===== src/rtl/apu_multi_voice.sv =====
// apu_multi_voice: raster-timed audio unit.
//   NUM_VOICES square-wave voices play a fixed note table, one sequencer
//   step every STEP_FRAMES frames. Each voice has a decaying envelope.
//   A 13-bit LFSR noise channel plays one-shot effects on sfx_trigger.
//   All levels are summed and sent out through a first-order sigma-delta.
// Ports:
//   clk, rst_n           pixel clock, asynchronous active-low reset
//   hpos, vpos           raster position (line tick = hpos==0, frame tick = both 0)
//   bgm_ena              music run / pause (paused voices are silent)
//   voice_mute           per-voice mute
//   sfx_trigger          rising edge starts or restarts the noise effect
//   sfx_busy             noise effect sounding
//   step_idx             current sequencer step
//   audio_out            sigma-delta bitstream
//   amp_en               amplifier enable, high from one clk after reset release
module apu_multi_voice #(
  parameter int unsigned NUM_VOICES  = 3,
  parameter int unsigned PER_W       = 9,
  parameter int unsigned ENV_W       = 5,
  parameter int unsigned SEQ_DEPTH   = 16,
  parameter int unsigned STEP_FRAMES = 16,
  parameter int unsigned SFX_LEN     = 24,
  parameter int unsigned NOISE_DIV   = 2
) (
  input  logic                         clk,
  input  logic                         rst_n,
  input  logic [9:0]                   hpos,
  input  logic [9:0]                   vpos,
  input  logic                         bgm_ena,
  input  logic [NUM_VOICES-1:0]        voice_mute,
  input  logic                         sfx_trigger,
  output logic                         sfx_busy,
  output logic [$clog2(SEQ_DEPTH)-1:0] step_idx,
  output logic                         audio_out,
  output logic                         amp_en
);

  localparam int unsigned STEP_W = $clog2(SEQ_DEPTH);
  localparam int unsigned FC_W   = (STEP_FRAMES > 1) ? $clog2(STEP_FRAMES) : 1;
  localparam int unsigned LEN_W  = $clog2(SFX_LEN + 1);
  localparam int unsigned DIV_W  = (NOISE_DIV > 1) ? $clog2(NOISE_DIV) : 1;
  localparam int unsigned MIX_W  = ENV_W + $clog2(NUM_VOICES + 2);

  localparam logic [ENV_W-1:0] ENV_MAX = '1;
  localparam logic [PER_W-1:0] REST    = '1;

  // Note tables (line ticks per half period minus one); 511 marks a rest.
  localparam int unsigned LEAD_TAB [16] = '{191, 170, 151, 143, 127, 143, 151, 170,
                                            191, 511, 151, 127, 113, 127, 151, 191};
  localparam int unsigned BASS_TAB [16] = '{382, 382, 339, 511, 382, 382, 302, 511,
                                            339, 339, 285, 511, 382, 339, 302, 511};
  localparam int unsigned HARM_TAB [16] = '{127, 113, 511, 101,  95, 101, 113, 127,
                                            151, 511, 113,  95,  85,  95, 113, 127};

  function automatic logic [PER_W-1:0] note_period(input int unsigned v, input logic [3:0] idx);
    int unsigned raw;
    case (v)
      0:       raw = LEAD_TAB[idx];
      1:       raw = BASS_TAB[idx];
      default: raw = HARM_TAB[idx];
    endcase
    return (raw >= 511) ? REST : PER_W'(raw);
  endfunction

  // Ticks
  logic line_tick, frame_tick;
  always_comb begin
    line_tick  = (hpos == '0);
    frame_tick = line_tick && (vpos == '0);
  end

  // Sequencer
  logic [FC_W-1:0]   frame_cnt_q, frame_cnt_d;
  logic [STEP_W-1:0] step_q, step_d;
  logic              first_q, first_d;
  logic              step_adv, voice_reload;

  always_comb begin
    frame_cnt_d = frame_cnt_q;
    step_d      = step_q;
    step_adv    = frame_tick && bgm_ena && (frame_cnt_q == FC_W'(STEP_FRAMES - 1));
    if (frame_tick && bgm_ena) begin
      if (step_adv) begin
        frame_cnt_d = '0;
        step_d      = (step_q == STEP_W'(SEQ_DEPTH - 1)) ? '0 : step_q + STEP_W'(1);
      end else begin
        frame_cnt_d = frame_cnt_q + FC_W'(1);
      end
    end
    first_d      = first_q && !frame_tick;
    // Voices restart on every step change and once on the first frame after reset.
    voice_reload = frame_tick && (first_q || step_adv);
  end

  // Voices
  logic [PER_W-1:0] cnt_q [NUM_VOICES];
  logic [PER_W-1:0] cnt_d [NUM_VOICES];
  logic [ENV_W-1:0] env_q [NUM_VOICES];
  logic [ENV_W-1:0] env_d [NUM_VOICES];
  logic [ENV_W-1:0] level [NUM_VOICES];
  logic [PER_W-1:0] period [NUM_VOICES];
  logic [NUM_VOICES-1:0] wave_q, wave_d;
  logic [3:0] tab_idx;

  always_comb begin
    tab_idx = 4'(step_q);
    wave_d  = wave_q;
    for (int unsigned v = 0; v < NUM_VOICES; v++) begin
      period[v] = note_period(v, tab_idx);
      cnt_d[v]  = cnt_q[v];
      env_d[v]  = env_q[v];
      if (voice_reload) begin
        cnt_d[v]  = '0;
        wave_d[v] = 1'b0;
        env_d[v]  = ENV_MAX;
      end else begin
        if (frame_tick && (env_q[v] != '0)) env_d[v] = env_q[v] - ENV_W'(1);
        if (period[v] == REST) begin
          cnt_d[v]  = '0;
          wave_d[v] = 1'b0;
        end else if (line_tick) begin
          if (cnt_q[v] >= period[v]) begin
            cnt_d[v]  = '0;
            wave_d[v] = ~wave_q[v];
          end else begin
            cnt_d[v] = cnt_q[v] + PER_W'(1);
          end
        end
      end
      level[v] = (wave_q[v] && !voice_mute[v] && bgm_ena) ? env_q[v] : '0;
    end
  end

  // Noise effect
  logic              trig_prev_q, trig_prev_d;
  logic              busy_q, busy_d;
  logic [LEN_W-1:0]  len_q, len_d;
  logic [ENV_W-1:0]  nenv_q, nenv_d;
  logic [DIV_W-1:0]  ndiv_q, ndiv_d;
  logic [12:0]       lfsr_q, lfsr_d;
  logic              trig_edge, lfsr_fb;
  logic [ENV_W-1:0]  noise_level;

  always_comb begin
    trig_prev_d = sfx_trigger;
    trig_edge   = sfx_trigger && !trig_prev_q;
    busy_d      = busy_q;
    len_d       = len_q;
    nenv_d      = nenv_q;
    ndiv_d      = ndiv_q;
    lfsr_d      = lfsr_q;
    lfsr_fb     = lfsr_q[12] ^ lfsr_q[3] ^ lfsr_q[2] ^ lfsr_q[0];
    // A trigger edge takes priority over a coincident frame tick.
    if (trig_edge) begin
      len_d  = LEN_W'(SFX_LEN);
      nenv_d = ENV_MAX;
      busy_d = 1'b1;
      ndiv_d = '0;
    end else if (busy_q) begin
      if (line_tick) begin
        if (ndiv_q == DIV_W'(NOISE_DIV - 1)) begin
          ndiv_d = '0;
          lfsr_d = {lfsr_q[11:0], lfsr_fb};
        end else begin
          ndiv_d = ndiv_q + DIV_W'(1);
        end
      end
      if (frame_tick) begin
        len_d = len_q - LEN_W'(1);
        if (nenv_q != '0) nenv_d = nenv_q - ENV_W'(1);
        if (len_q == LEN_W'(1)) busy_d = 1'b0;
      end
    end
    noise_level = (busy_q && lfsr_q[0]) ? nenv_q : '0;
  end

  // Mixer and sigma-delta: the carry out of acc+mix is the output bit.
  logic [MIX_W-1:0] mix, acc_q, acc_d;
  logic [MIX_W:0]   sum_w;
  logic             audio_q, audio_d;
  logic             amp_en_q, amp_en_d;

  always_comb begin
    mix = MIX_W'(noise_level);
    for (int unsigned v = 0; v < NUM_VOICES; v++) begin
      mix = mix + MIX_W'(level[v]);
    end
    sum_w    = {1'b0, acc_q} + {1'b0, mix};
    acc_d    = sum_w[MIX_W-1:0];
    audio_d  = sum_w[MIX_W];
    amp_en_d = 1'b1;
  end

  always_ff @(posedge clk or negedge rst_n) begin
    if (!rst_n) begin
      frame_cnt_q <= '0;
      step_q      <= '0;
      first_q     <= 1'b1;
      wave_q      <= '0;
      for (int unsigned v = 0; v < NUM_VOICES; v++) begin
        cnt_q[v] <= '0;
        env_q[v] <= '0;
      end
      trig_prev_q <= 1'b0;
      busy_q      <= 1'b0;
      len_q       <= '0;
      nenv_q      <= '0;
      ndiv_q      <= '0;
      lfsr_q      <= '1;
      acc_q       <= '0;
      audio_q     <= 1'b0;
      amp_en_q    <= 1'b0;
    end else begin
      frame_cnt_q <= frame_cnt_d;
      step_q      <= step_d;
      first_q     <= first_d;
      wave_q      <= wave_d;
      for (int unsigned v = 0; v < NUM_VOICES; v++) begin
        cnt_q[v] <= cnt_d[v];
        env_q[v] <= env_d[v];
      end
      trig_prev_q <= trig_prev_d;
      busy_q      <= busy_d;
      len_q       <= len_d;
      nenv_q      <= nenv_d;
      ndiv_q      <= ndiv_d;
      lfsr_q      <= lfsr_d;
      acc_q       <= acc_d;
      audio_q     <= audio_d;
      amp_en_q    <= amp_en_d;
    end
  end

  always_comb begin
    sfx_busy  = busy_q;
    step_idx  = step_q;
    audio_out = audio_q;
    amp_en    = amp_en_q;
  end

endmodule


===== config.mk =====
export PLATFORM = sky130hd
export DESIGN_NAME = apu_multi_voice
export DESIGN_NICKNAME = d
export VERILOG_FILES = /design/src/rtl/apu_multi_voice.sv
export SDC_FILE = /design/constraint.sdc
export NUM_CORES = 1
export LEC_CHECK = 0
export CAP_MARGIN = 0
export CELL_PAD_IN_SITES_DETAIL_PLACEMENT = 0
export CELL_PAD_IN_SITES_GLOBAL_PLACEMENT = 2
export CORE_MARGIN = 2
export CORE_UTILIZATION = 42
export DETAILED_ROUTE_END_ITERATION = 10
export PLACE_DENSITY = 0.95
export SLEW_MARGIN = 5
export SYNTH_ARGS = -nofsm -noshare
export SYNTH_HDL_FRONTEND = slang
export SYNTH_SLANG_ARGS = --single-unit

===== constraint.sdc =====
create_clock -name clk -period 6.18 [get_ports clk]
set_input_delay 1.236 -clock clk [delete_from_list [all_inputs] [get_ports clk]]
set_output_delay 1.236 -clock clk [all_outputs]
set_load 0.01 [all_outputs]

# Yosys cells after proc, flatten, opt, wreduce, memory -nomap -nowiden
# Memory sizes are Yosys's and may differ from the RTL's.
# Index checks and enable logic that the tools add are counted.
[op_classes] n_addsub=15 n_lt_le_gt_ge=7 eq_ne=6 n_mux=60 bitwise=8 n_reduce_logical=49
[op_table] cell="$mux W32" n=6
[op_table] cell="$mux W9" n=15
[op_table] cell="$ge A32 B9 Y1 const B" n=3
[op_table] cell="$mux W5" n=17
[op_table] cell="$add A9 B1 Y9 const B" n=3
[op_table] cell="$eq A9 B9 Y1 const B" n=3
[op_table] cell="$ge A9 B9 Y1" n=3
[op_table] cell="$sub A5 B1 Y5 const B" n=5
[op_table] cell="$logic_not A10 Y1" n=2
[op_table] cell="$mux W1" n=20
[op_table] cell="$reduce_bool A5 Y1" n=4
[op_table] cell="$reduce_bool A3 Y1" n=6
[op_table] cell="$logic_and A1 B1 Y1" n=16
[op_table] cell="$reduce_bool A2 Y1" n=7
[op_table] cell="$reduce_and A2 Y1" n=6
[op_table] cell="$add A8 B8 Y9" n=1
[op_table] cell="$add A4 B1 Y4 const B" n=2
[op_table] cell="$add A7 B5 Y8" n=1
[op_table] cell="$eq A4 B4 Y1 const B" n=2
[op_table] cell="$mux W4" n=2
[op_table] cell="$add A6 B5 Y7" n=1
[op_table] cell="$add A5 B5 Y6" n=1
[op_table] cell="$eq A5 B1 Y1 const B" n=1
[op_table] cell="$ge A5 B5 Y1 const B" n=1
[op_table] cell="other kinds (8)" n=17
[totals] reg_bits=90 rom_bits=1536 input_bits=27 output_inout_bits=7 elab_cells=169 mem_count=3
[memory_table] name="(name not given)" depth=16 word_bits=32 read_ports=1 rd_ports_with_merged_regs=0 write_ports=0 line_no="60" source="default: raw = HARM_TAB[idx];"
[memory_table] name="(name not given)" depth=16 word_bits=32 read_ports=1 rd_ports_with_merged_regs=0 write_ports=0 line_no="59" source="1: raw = BASS_TAB[idx];"
[memory_table] name="(name not given)" depth=16 word_bits=32 read_ports=1 rd_ports_with_merged_regs=0 write_ports=0 line_no="58" source="0: raw = LEAD_TAB[idx];"

# Longest topological paths before layout
[depth] depth_word=11 mapped_depth=18 depth_no_buf=18

# Worst setup path after synthesis
# OpenSTA, ideal clock, no wires.
[synth_timing] kind="input to register" startpoint="input port bgm_ena" endpoint="register acc_q[7]" t_arrival_ns=4.416 required_ns=6.058 setup_slack_ns=1.642 cell_stages=16 cell_sequence="and3b_1 and2_1 fa_1 inv_1 fa_1 fa_1 inv_1 ha_1 inv_1 fa_1 nor2b_1 o21ai_0 a21oi_1 o21a_1 nor2_1 xnor2_1"
[synth_between] elab_chain_cells=6 elab_cells_between_ends=10 cone_classes="add/sub: 4; mux: 3; reduce/logical: 3"
[synth_rtl] item="start: declaration" line_no="29" source="input logic bgm_ena,"
[synth_rtl] item="$logic_and A1 B1 Y1" line_no="130" source="level[v] = (wave_q[v] && !voice_mute[v] && bgm_ena) ? env_q[v] : '0;"
[synth_rtl] item="$mux W5" line_no="130"
[synth_rtl] item="$add A5 B5 Y6" line_no="186" source="mix = mix + MIX_W'(level[v]);"
[synth_rtl] item="$add A6 B5 Y7" line_no="186"
[synth_rtl] item="$add A7 B5 Y8 *" line_no="186"
[synth_rtl] item="$add A8 B8 Y9 *" line_no="188" source="sum_w = {1'b0, acc_q} + {1'b0, mix};"
[synth_rtl] item="via sum_w[7]" line_no="179" source="logic [MIX_W:0] sum_w;"
[synth_rtl] item="end signal: assignment" line_no="210" source="acc_q <= '0;"
[synth_rtl] item="end signal: assignment" line_no="228" source="acc_q <= acc_d;"
[synth_rtl] item="end: declaration" line_no="178" source="logic [MIX_W-1:0] mix, acc_q, acc_d;"
# The timed path passes the listed nets; every way through them passes the cells marked *.
# A chain may end at the register's enable or synchronous reset.

# Final worst setup path
# Ends and elaborated chain as after synthesis.

==> impl_metrics.toml <==
[place]
dp.cells = 871
io_buffers = 33
gp_congestion = 0.8639
post_dp_cell_area_sq_um = 6686
dp_hpwl_um = 10200

[sta]
fmax_mhz = 201.4
fin_crit_ns = 4.966
skew_ns = 0.008927
whs_ns = 0.4815
setup_violations = 0
drv_slew = 0
setup_tns_ns = 0
finalCritPeriodShare_pct = 80.36
worst_pin_slew_ns = 1.223
rsz0062_at_grt = "no"
hold_violations = 0
maxSlewHeadroom_pct = 17.86

[cts]
h-tree-depth = 3
numClockSinks = 90
cts-hold-fix-buffers = 0
cts-resized-gates = 0
clk_latency_ns = 0.35
cts_tree = "yes"
root_buffer = "clkbuf_16"
numCtsBuffers = 9
clkTransAtPathRegs_ns = 0.07
clock_tree.buffer_depth = 2
post_cts_buffers = 0

[floorplan]
dieArea_sq_um = 15700
row_count = 44
io-pin-count = 34
core-area_sq_um = 14480
die_w_um = 125.3
die_y_um = 125.3
start_util_pct = 42.67

[yosys]
synth_cell_types = 64
synth_area_per_cell_sq_um = 9.263
synthArstFlopShare_pct = 100.0
ys_warn_count = 0
synth_area_sq_um = 6178
synth-seq-cells = 90
netlist_instances = 667
synth_edf_count = 0
seq_area_frac_synth_pct = 36.74
syn_nets = 768
synth-main-ff-cell = "dfrtp_1"

[run_status]
status = "finished, final reports clean"

[power_and_ir_drop]
p_seq_share_pct = 49.6
swShare_pct = 24.87
p_leak_uw = 0.003263
internal_power_uw = 901.3
vdd_drop_max_mv = 0.1841
switchingPower_uw = 298.4
p_per_area_nw_per_um2 = 171.7
power.share.combinational_pct = 3.8
clockPowerShare_pct = 46.5

[worst_hold_path]
hold_class = "flip-flop to flip-flop"

[cells_and_area]
regArea_sq_um = 2270
fin_area_sq_um = 6988
syn2layout_area_growth_pct = 13.10
nNetsFinal = 799
multi_input_comb_area_sq_um = 3660
layout-drive-gt1-share_pct = 10.10
nFillCells = 1375
n_antenna_cell = 0
fin_cells = 887

[route]
wl_per_cell_um = 15.45
first_iter_violations = 245
antenna_left = 0
drt_wl_total_um = 13710
dr.pass1.iters = 4
post-route-drc-count = 0
routed_via_density = 5.426
vias = 4813

[grt]
grt_first_pass_wirelength_um = 23850
antenna_found_initial = 0
grt_use_total_pct = 18.45
grt_overflow = 0
grt_start_max_net_pins = 66
grt_pass1_vias = 4911

[setup_path]
crit_slowest_cell = "fa_1"
start_kind = "input port"
crit_required_ns = 6.42
end_kind = "flip-flop"
crit_family = "adder cells"
cp_common_cell = "fa_1"
critPathMaxFanout = 7
cp.arrival_ns = 5.21
crit_chain = "clkdlybuf4s50_1 -> and3b_1 -> and2_1 -> fa_1 -> inv_1 -> fa_1 -> fa_1 -> inv_1 -> ha_1 -> inv_1 -> fa_1 -> nor2b_1 -> o21ai_0 -> a21oi_1 -> o21a_1 -> nor2_1 -> xnor2_1"
cp.buffers_inverters = 4
path_class = "input port to flip-flop"
cp_slowest_stage_delay_ns = 0.56

[job]
cap_violations = 0
-- power by group through the flow --
stage | logic, uW | clock network [uW] | registers (uW)
2_1_floorplan | 12.6 | 0 | 606
3_3_place_gp | 46.0 | 0 | 607
3_5_place_dp | 47.6 | 0 | 607
4_1_cts | 47.6 | 576 | 595
5_1_grt | 52.7 | 602 | 596
6_report | 46.2 | 558 | 595
-- per-stage QoR --
stage	setup slack [ns]	util [%]	power (uW)
global placement	0.8973	46.18	652.7
finish	1.214	48.26	1200
global route	0.9556	48.26	1250
floorplan	1.642	-	618.6
detailed placement	0.8566	46.18	654.4
CTS	1.211	48.26	1219
-- cells in the mapped netlist, types with 5 or more instances --
library cell	instances	area share, %
a21oi_1	35	2.8
nor3_1	19	1.5
mux2_2	15	2.7
o31ai_1	8	0.97
o211ai_1	5	0.61
xor2_1	6	0.85
dfrtp_1	76	31
nand2_1	93	5.6
nor2_1	46	2.8
fa_1	14	4.5
nand3_1	30	2.4
inv_1	46	2.8
and2_1	9	0.91
mux2i_1	7	1.1
a211oi_1	5	0.61
dfstp_2	14	6.0
nor2b_1	5	0.51
nand2b_1	6	0.61
or4_1	6	0.73
clkbuf_1	9	0.55
and3_1	14	1.4
a21o_1	10	1.2
a31oi_1	5	0.51
or2_2	6	0.61
ha_1	60	12
o21ai_0	33	2.7
nand3b_1	7	0.85
xnor2_1	17	2.4
-- metal layers --
layer | up-vias | wire (um) | share of wire [%] | GRT usage [%]
met4 | 0 | 238 | 1.7 | 6.209
met1 | 2318 | 6365 | 46 | 24.04
met3 | 22 | 388 | 2.8 | 3.466
met5 | - | 0 | 0 | 0
li1 | 2407 | - | - | -
met2 | 66 | 6716 | 49 | 31.01
-- path summary, 6_finish.rpt --
check / startpoint / to / slack (ns) / cells past startpoint
setup / recovery: bgm_ena / acc_q[7] / 1.21 / 17
min in group asynchronous: rst_n / cnt_q[14] / 0.79 / 1
hold / removal: acc_q[0] / acc_q[0] / 0.48 / 1
hold reg to reg: acc_q[0] / acc_q[0] / 0.48 / 1
max in group asynchronous: rst_n / ndiv_q / 4.23 / 2
setup reg to reg: wave_q[2] / acc_q[7] / 2.27 / 16
-- placed cells by master, fill, tap and decap left out, types with 4 or more instances in the layout --
cell type        count
xnor2_1             17
clkbuf_16            9
inv_1               46
dfrtp_1             76
or2_2                6
nand3b_1             7
o31ai_1              8
nand3_1             30
nor3_1              19
ha_1                60
dfstp_2             14
and2_1               9
and3_1              14
a211oi_1             5
mux2i_1              7
o211ai_1             5
a31oi_1              5
nand2b_1             6
nand2_1             93
buf_4                4
or4_1                6
mux2_2              15
fa_1                14
a21o_1              10
nor2b_1              5
a21oi_1             35
nor2_1              46
o21ai_0             33
clkdlybuf4s50_1     32
nor4_1               4
xor2_1               6
-- cells by family after synthesis --
group | count (synthesis) | synth area share, %
simple gates | 267 | 21.93
compound gates | 127 | 13.43
mux | 22 | 3.868
xor+xnor | 23 | 3.260
fa+ha+maj | 74 | 16.69
buf+inv | 63 | 4.030
other cells | 1 | 0.06070
flops | 90 | 36.74
-- sequential cells by signal, summed over array words and instances (netlist names), 3 cells and up --
| signal | count |
|---|---|
| frame_cnt_q | 4 |
| step_idx | 4 |
| len_q | 5 |
| lfsr_q | 13 |
| cnt_q | 27 |
| nenv_q | 5 |
| env_q | 15 |
| wave_q | 3 |
| acc_q | 8 |
-- area by class of cell --
type	instances	share of cell area (%)
multi-input cells	514	52.37
flip-flops and latches	90	32.48
repair buffers	36	5.013
well taps	184	3.295
clock buffers	9	3.223
inverters	47	2.525
clock inverters	7	1.092
No activity file was read; power rests on OpenSTA's default activity.
